File: config.mk
export PLATFORM = sky130hd
export DESIGN_NAME = serial_add_sub_unit
export DESIGN_NICKNAME = d
export VERILOG_FILES = /design/src/rtl/serial_add_sub_unit.sv
export SDC_FILE = /design/constraint.sdc
export NUM_CORES = 1
export LEC_CHECK = 0
export CAP_MARGIN = 30
export CORE_MARGIN = 3
export CORE_UTILIZATION = 54
export CTS_BUF_LIST = sky130_fd_sc_hd__clkbuf_4 sky130_fd_sc_hd__clkbuf_8 sky130_fd_sc_hd__clkbuf_16
export DETAILED_ROUTE_END_ITERATION = 16
export PLACE_DENSITY = 0.81
export SLEW_MARGIN = 20
export SYNTH_ARGS = -nofsm -noshare
export SYNTH_HDL_FRONTEND = slang
export SYNTH_SLANG_ARGS = --single-unit
File: constraint.sdc
create_clock -name clk -period 2.2 [get_ports clk]
set_input_delay 0.66 -clock clk [delete_from_list [all_inputs] [get_ports clk]]
set_output_delay 0.66 -clock clk [all_outputs]
set_load 0.02 [all_outputs]
File: src/rtl/serial_add_sub_unit.sv
// Bit-serial adder/subtractor built around a 1-bit gate-level full-adder cell.
// Both operands are latched into shift registers, one bit pair per cycle is
// fed LSB-first into the cell with a registered carry, and the sum is shifted
// into a result register. Result and flags update after WIDTH cycles.

// Gate-level 1-bit full adder cell.
module full_adder_cell (
  input  logic a,
  input  logic b,
  input  logic cin,
  output logic s,
  output logic c
);

  logic ab_x;

  assign ab_x = a ^ b;
  assign s    = ab_x ^ cin;
  assign c    = (a & b) | (ab_x & cin);

endmodule

module serial_add_sub_unit #(
  parameter int WIDTH = 32
) (
  input  logic             clk,
  input  logic             rst_n,
  input  logic             start,
  input  logic             sub,
  input  logic [WIDTH-1:0] op_a,
  input  logic [WIDTH-1:0] op_b,
  output logic             busy,
  output logic             done,
  output logic [WIDTH-1:0] result,
  output logic             carry_out,
  output logic             overflow,
  output logic             zero
);

  localparam int CNT_W = $clog2(WIDTH);

  // Bit index of the MSB and of the bit just below it.
  localparam logic [CNT_W-1:0] CNT_LAST   = CNT_W'(WIDTH - 1);
  localparam logic [CNT_W-1:0] CNT_MSB_IN = CNT_W'(WIDTH - 2);

  typedef enum logic [1:0] {
    S_IDLE = 2'd0,
    S_RUN  = 2'd1,
    S_DONE = 2'd2
  } state_t;

  state_t           state;
  state_t           state_nxt;

  logic [WIDTH-1:0] a_sh;
  logic [WIDTH-1:0] b_sh;
  logic [WIDTH-1:0] s_sh;
  logic             cy;
  logic             cy_msb_in;
  logic [CNT_W-1:0] cnt;

  logic             fa_s;
  logic             fa_c;
  logic             accept;
  logic             last_bit;
  logic [WIDTH-1:0] sum_final;

  // One shared full-adder cell does all the arithmetic, one bit per cycle.
  full_adder_cell u_fa (
    .a   (a_sh[0]),
    .b   (b_sh[0]),
    .cin (cy),
    .s   (fa_s),
    .c   (fa_c)
  );

  // A new request is taken from IDLE or DONE only; RUN ignores start.
  assign accept    = start && (state != S_RUN);
  assign last_bit  = (state == S_RUN) && (cnt == CNT_LAST);
  // Completed sum including the MSB bit produced on the final cycle.
  assign sum_final = {fa_s, s_sh[WIDTH-1:1]};

  // State register with synchronous reset.
  always_ff @(posedge clk) begin
    // NOTE: registers are updated with non-blocking assignments so every flop
    // samples pre-edge values regardless of statement order.
    if (!rst_n) begin
      state <= S_IDLE;
    end else begin
      state <= state_nxt;
    end
  end

  // Next-state decode.
  always_comb begin
    // NOTE: default assignment first so no path through the case infers a latch.
    state_nxt = state;
    case (state)
      S_IDLE:  if (start) state_nxt = S_RUN;
      S_RUN:   if (cnt == CNT_LAST) state_nxt = S_DONE;
      S_DONE:  state_nxt = start ? S_RUN : S_IDLE;
      default: state_nxt = S_IDLE;
    endcase
  end

  // Output decode: busy during RUN, done for the single DONE cycle.
  always_comb begin
    busy = (state == S_RUN);
    done = (state == S_DONE);
  end

  // Datapath: operand load, bit-serial shift/accumulate, result and flag capture.
  always_ff @(posedge clk) begin
    if (!rst_n) begin
      a_sh      <= '0;
      b_sh      <= '0;
      s_sh      <= '0;
      cy        <= 1'b0;
      cy_msb_in <= 1'b0;
      cnt       <= '0;
      result    <= '0;
      carry_out <= 1'b0;
      overflow  <= 1'b0;
      zero      <= 1'b0;
    end else if (accept) begin
      // Subtraction is A + ~B + 1: invert B and seed the carry with 1.
      a_sh <= op_a;
      b_sh <= sub ? ~op_b : op_b;
      cy   <= sub;
      cnt  <= '0;
    end else if (state == S_RUN) begin
      s_sh <= {fa_s, s_sh[WIDTH-1:1]};
      a_sh <= {1'b0, a_sh[WIDTH-1:1]};
      b_sh <= {1'b0, b_sh[WIDTH-1:1]};
      cy   <= fa_c;
      cnt  <= cnt + CNT_W'(1);
      // Carry into the MSB, needed for signed overflow detection.
      if (cnt == CNT_MSB_IN) begin
        cy_msb_in <= fa_c;
      end
      if (last_bit) begin
        result    <= sum_final;
        carry_out <= fa_c;
        overflow  <= fa_c ^ cy_msb_in;
        zero      <= (sum_final == '0);
      end
    end
  end

endmodule

# Word-level counts from Yosys, hierarchy flattened

Index checks and enable logic that the tools add are counted.

Register bits after elaboration: 140
Input port bits: 68
Output and inout bits: 37
Word-level logic and storage cells: 49

Add/subtract/negate cells: 1
Equality and inequality tests: 7
Muxes and demuxes: 11
Bitwise operators: 9
Reductions and logical operators: 10

Operators with widths:

| cell                | number |
|---|---|
| $mux 32             | 5 |
| $logic_not 32->1    | 1 |
| $not 32->32         | 1 |
| $eq 5x5->1 const B  | 2 |
| $pmux 2 s3          | 1 |
| $reduce_and 3->1    | 2 |
| $add 5x1->5 const B | 1 |
| $mux 2              | 2 |
| $ne 2x1->1 const B  | 2 |
| $reduce_and 2->1    | 2 |
| $mux 1              | 3 |
| $xor 1x1->1         | 3 |
| $and 1x1->1         | 2 |
| $eq 2x1->1 const B  | 1 |
| $eq 2x2->1 const B  | 1 |
| $logic_and 1x1->1   | 2 |
| $logic_not 2->1     | 1 |
| $ne 2x2->1 const B  | 1 |
| $not 1->1           | 2 |
| $reduce_bool 2->1   | 1 |
| $reduce_or 2->1     | 1 |
| $or 1x1->1          | 1 |

# Logic depth before layout (Yosys ltp)

Word-level depth: 5
Mapped depth: 8
Gate-level depth less buffers: 6

# Cells and area by module

From an unflattened synthesis, not the netlist that was laid out.

Cells, all modules: 703
Area total of the unflattened synthesis: 6413.7 um^2

By module, submodules not included:

| module              | times used | cells each | area each (um^2) | seq. area each (um^2) |
|---|---|---|---|---|
| serial_add_sub_unit | 1          | 702        | 6393.6           | 2782.7 |
| full_adder_cell     | 1          | 1          | 20.0             | 0.0 |

# Worst setup path before layout

No wires, ideal clock.

Kind: reg-to-reg
Start: reg cnt[0]
End: reg overflow
Library setup time: 0.116 ns
Arrival: 1.532 ns
Data required time: 2.084 ns
Path slack: 0.552 ns
Stages on the path, launching flop included: 8
Path buffers: 2
Clock period less this slack: 1.648 ns
Cells stage by stage: dfxtp_1 -> ha_1 -> and3_1 -> ha_1 -> and2_1 -> buf_6 -> buf_6 -> o211a_1

Cells in the longest elaborated chain, start to end: 3

Ends and longest elaborated chain:

| element                    | RTL line | source |
|---|---|---|
| start, declared            | 60       | `logic [CNT_W-1:0] cnt;` |
| start signal, assigned     | 136      | `cnt <= cnt + CNT_W'(1);` |
| $eq 5x5->1                 | 79       | `assign last_bit = (state == S_RUN) && (cnt == CNT_LAST);` |
| $logic_and 1x1->1          | 79       |  |
| $reduce_and 3->1 (no line) | n/a      |  |
| end signal, assigned       | 144      | `overflow <= fa_c ^ cy_msb_in;` |
| end, declared              | 36       | `output logic overflow,` |

Every way passes these cells.
A chain may end at the register's enable or synchronous reset.

# Worst setup path after layout

Start: reg carry_out
End: out carry_out

RTL lines:

| element                | RTL line | source |
|---|---|---|
| start, declared        | 35       | `output logic carry_out,` |
| start signal, assigned | 122      | `carry_out <= 1'b0;` |
| start signal, assigned | 143      | `carry_out <= fa_c;` |

No word-level cell between the ends.

==> summary.txt <==
Power and ir drop
  – Pint: 5.223 mW
  – PD cells: ~830 nW/um^2
  – Switching Share: approximately 22%
  – P_sw: roughly 1.5 mW
  – Leak: between 3 and 4 nW
  – Gate power share: 11.4%
  – Clock power frac: 48.4%
  – Max IR drop VDD: 0.5991 mV
  – Register share of total power: 40.3%

Worst setup path
  – WP buf/inv: 1
  – CP top delay family: buffers and inverters
  – Worst Path Max Fanout: 2
  – Critical path's slowest cell: clkdlybuf4s50_1
  – FF-to-FF Start: cnt[0]
  – Crit end category: primary output
  – Critical path's largest stage delay: 0.62 ns
  – CP arrival: 1.39 ns
  – CP Launch Type: flip-flop
  – Critical-path cell list: clkdlybuf4s50_1
  – Crit path required time: 1.54 ns
  – Critical path class: reg2out
  – Worst Setup SP: carry_out

Clocking
  – Worst-Skew Late Latency: 0.42 ns
  – Hold buffers post-CTS: 0
  – Clock-pin slew on the worst setup and hold paths: 0.06 ns
  – # clock sinks: 139
  – Postcts setup bufs: 0
  – CTS tree: built
  – CTS root buf: clkbuf_16
  – H-Tree Depth: 4
  – CTS resizes: 2
  – CTS buffer count: 17
  – CTS max path bufs: 2

STA
  – Crit share post-route: 93.23%
  – Least-Margin Pin Slew: roughly 0.95 ns
  – Setup TNS Final: 0 ns
  – Slew headroom: 36.35%
  – Crit path time final: about 2.1 ns
  – Worst Skew: 0.01322 ns
  – Max-slew violations: 0
  – Final setup viols: 0
  – Highest clock rate: slightly below 500 MHz
  – Final hold vios: 0
  – RSZ-0062 raised after global routing: false

Logic synthesis
  – Post-synth net total: 775
  – Mapped Cells: 703
  – Ys async rst share: 0%
  – Dominant synthesized flop cell: dfxtp_1
  – Mean Syn Cell Area: 9.123 sq um
  – Syn. warnings: 0
  – Post-synth EDFFs: 0
  – Yosys reg bits: 139
  – Post-synthesis cell type count: 34
  – Seq/Total Area, Yosys: 43.39%
  – Post-Syn Area: ~6400 sq um

Floorplanning
  – Row count: 39
  – Die width: 115.0 um
  – Core area: 11,520 sq um
  – Initial Util: 55.69%
  – Die Ht: 115.0 um
  – Die area: 13,220 sq um
  – Ports: about 110

Final layout
  – Most frequent cells in the layout: nand2_1, dfxtp_1, clkdlybuf4s50_1
  – Final net count: 850
  – Util after Layout: 70.32%
  – Layout cells sized above 1: 10.11%
  – Area grow syn2layout: 26.26%
  – FF/Latch Area: 2783 sq um
  – FILL cells: 887
  – Area used by multi-input combinational logic: between 3000 and 4000 sq um
  – Most common cell after layout, fill and taps aside: nand2_1
  – Antenna diodes: 0

Hold path
  – Hold_sp: result[21]
  – Worst min path class: reg2reg

Outcome
  – Outcome: complete, no violations

Routing
  – DRT Pass-1 Iters: 4
  – Via density: 5.343
  – DR vias: around 5.0k
  – DRT iter0 DRCs: roughly 280
  – Post-DRT Antenna Nets: 0
  – Routed wire per std cell: 13.94 um
  – Wirelength, routed: 13.02 mm
  – Drt drc: 0

Global routing
  – Total Routing Usage GR: 20.83%
  – Largest net degree at the start of global routing: 106
  – Number of global-route vias before repair: 4,744
  – Number of antenna violations at the first check in global routing: 0
  – First-pass GRT wire length: 22.36 mm
  – Grt ovf: 0

Run
  – Max-Cap Viols: 0

Placed design
  – # port buffers: 104
  – DP Wirelength: between 8 and 9 mm
  – Placer Congestion: 0.7725
## synthesized netlist by cell type (all sizes together) (8+ instances only)
cell type / number / share of area [%]
nand2: 165 / 9.8
nor2: 38 / 2.2
nor2b: 34 / 3.3
a21boi: 66 / 7.7
xnor2: 33 / 4.5
clkbuf: 19 / 1.1
nor4: 8 / 0.78
o211a: 33 / 5.2
dfxtp: 139 / 43
a21oi: 33 / 2.6
mux2i: 33 / 5.2
a211oi: 32 / 6.1
buf: 41 / 5.0
## cell families (layout without fill, tap and decap cells)
| family | Yosys count | in the layout | synth area share [%] |
|---|---|---|---|
| buffers and inverters | 64 | 152 | 6.379 |
| multiplexers | 33 | 33 | 5.150 |
| flip-flops | 139 | 139 | 43.39 |
| XOR/XNOR | 33 | 33 | 4.506 |
| AND/OR/NAND/NOR | 259 | 259 | 17.44 |
| AO/OA/AOI/OAI | 171 | 171 | 22.24 |
| adder cells (fa/ha/maj) | 4 | 4 | 0.8975 |
## cell type report
| cell class | instances | area share [%] |
|---|---|---|
| Inverter | 4 | 0.2009 |
| Timing Repair Buffer | 116 | 14.83 |
| Clock inverter | 9 | 2.240 |
| Clock buffer | 23 | 6.273 |
| Sequential cell | 139 | 34.36 |
| Multi-Input combinational cell | 500 | 39.88 |
| Tap cell | 143 | 2.210 |
## stage by stage
stage               hold slack, ns  instance area [sq um]  power, mW  worst slack (ns)  instances
floorplan                   0.4545                   6414      3.307            0.5521        703
global placement            0.4407                   7383      3.476            0.1577        901
detailed placement          0.4457                   7383      3.511           0.04901        901
CTS                         0.4566                   8070      6.757            0.1267        933
global route                0.4748                   8098      6.975            0.1005        934
finish                      0.4525                   8098      6.718            0.1490        934
## power by group through the flow
stage	clock network (mW)	logic, mW	registers [mW]
3_5_place_dp	0	0.755	2.76
5_1_grt	3.41	0.845	2.72
4_1_cts	3.29	0.760	2.70
2_1_floorplan	0	0.571	2.74
6_report	3.25	0.765	2.70
3_3_place_gp	0	0.726	2.75
## worst register-to-register path, delay by kind of cell (launching register included)
family / cells / cell delay [ns]
adder cells (fa/ha/maj): 2 / 0.44
flip-flops: 1 / 0.39
AO/OA/AOI/OAI: 1 / 0.12
AND/OR/NAND/NOR: 3 / 0.47
buffers and inverters: 1 / 0.21
## state kept, by name (all words and copies together), names as in the netlist
signal / count
a_sh: 32
b_sh: 32
result: 32
s_sh: 31
cnt: 5
state: 2
carry_out: 1
cy: 1
cy_msb_in: 1
overflow: 1
zero: 1
## final timing paths
path	to	slack, ns	cells past startpoint
worst max register to register	overflow	0.45	7
worst max-delay path	carry_out	0.15	1
worst min register to register	result[21]	0.45	2
worst min-delay path	result[21]	0.45	2
## metal layers
| metal | vias to the layer above | GRT usage (%) | part of all wire [%] | wire (um) |
|---|---|---|---|---|
| met4 | 0 | 7.668 | 1.5 | 201 |
| met1 | 2333 | 26.24 | 45 | 5836 |
| met3 | 19 | 5.211 | 4.5 | 580 |
| met2 | 107 | 34.61 | 49 | 6400 |
| met5 | - | 0 | 0 | 0 |
| li1 | 2531 | - | - | - |
(Power assumes the default switching activity.)
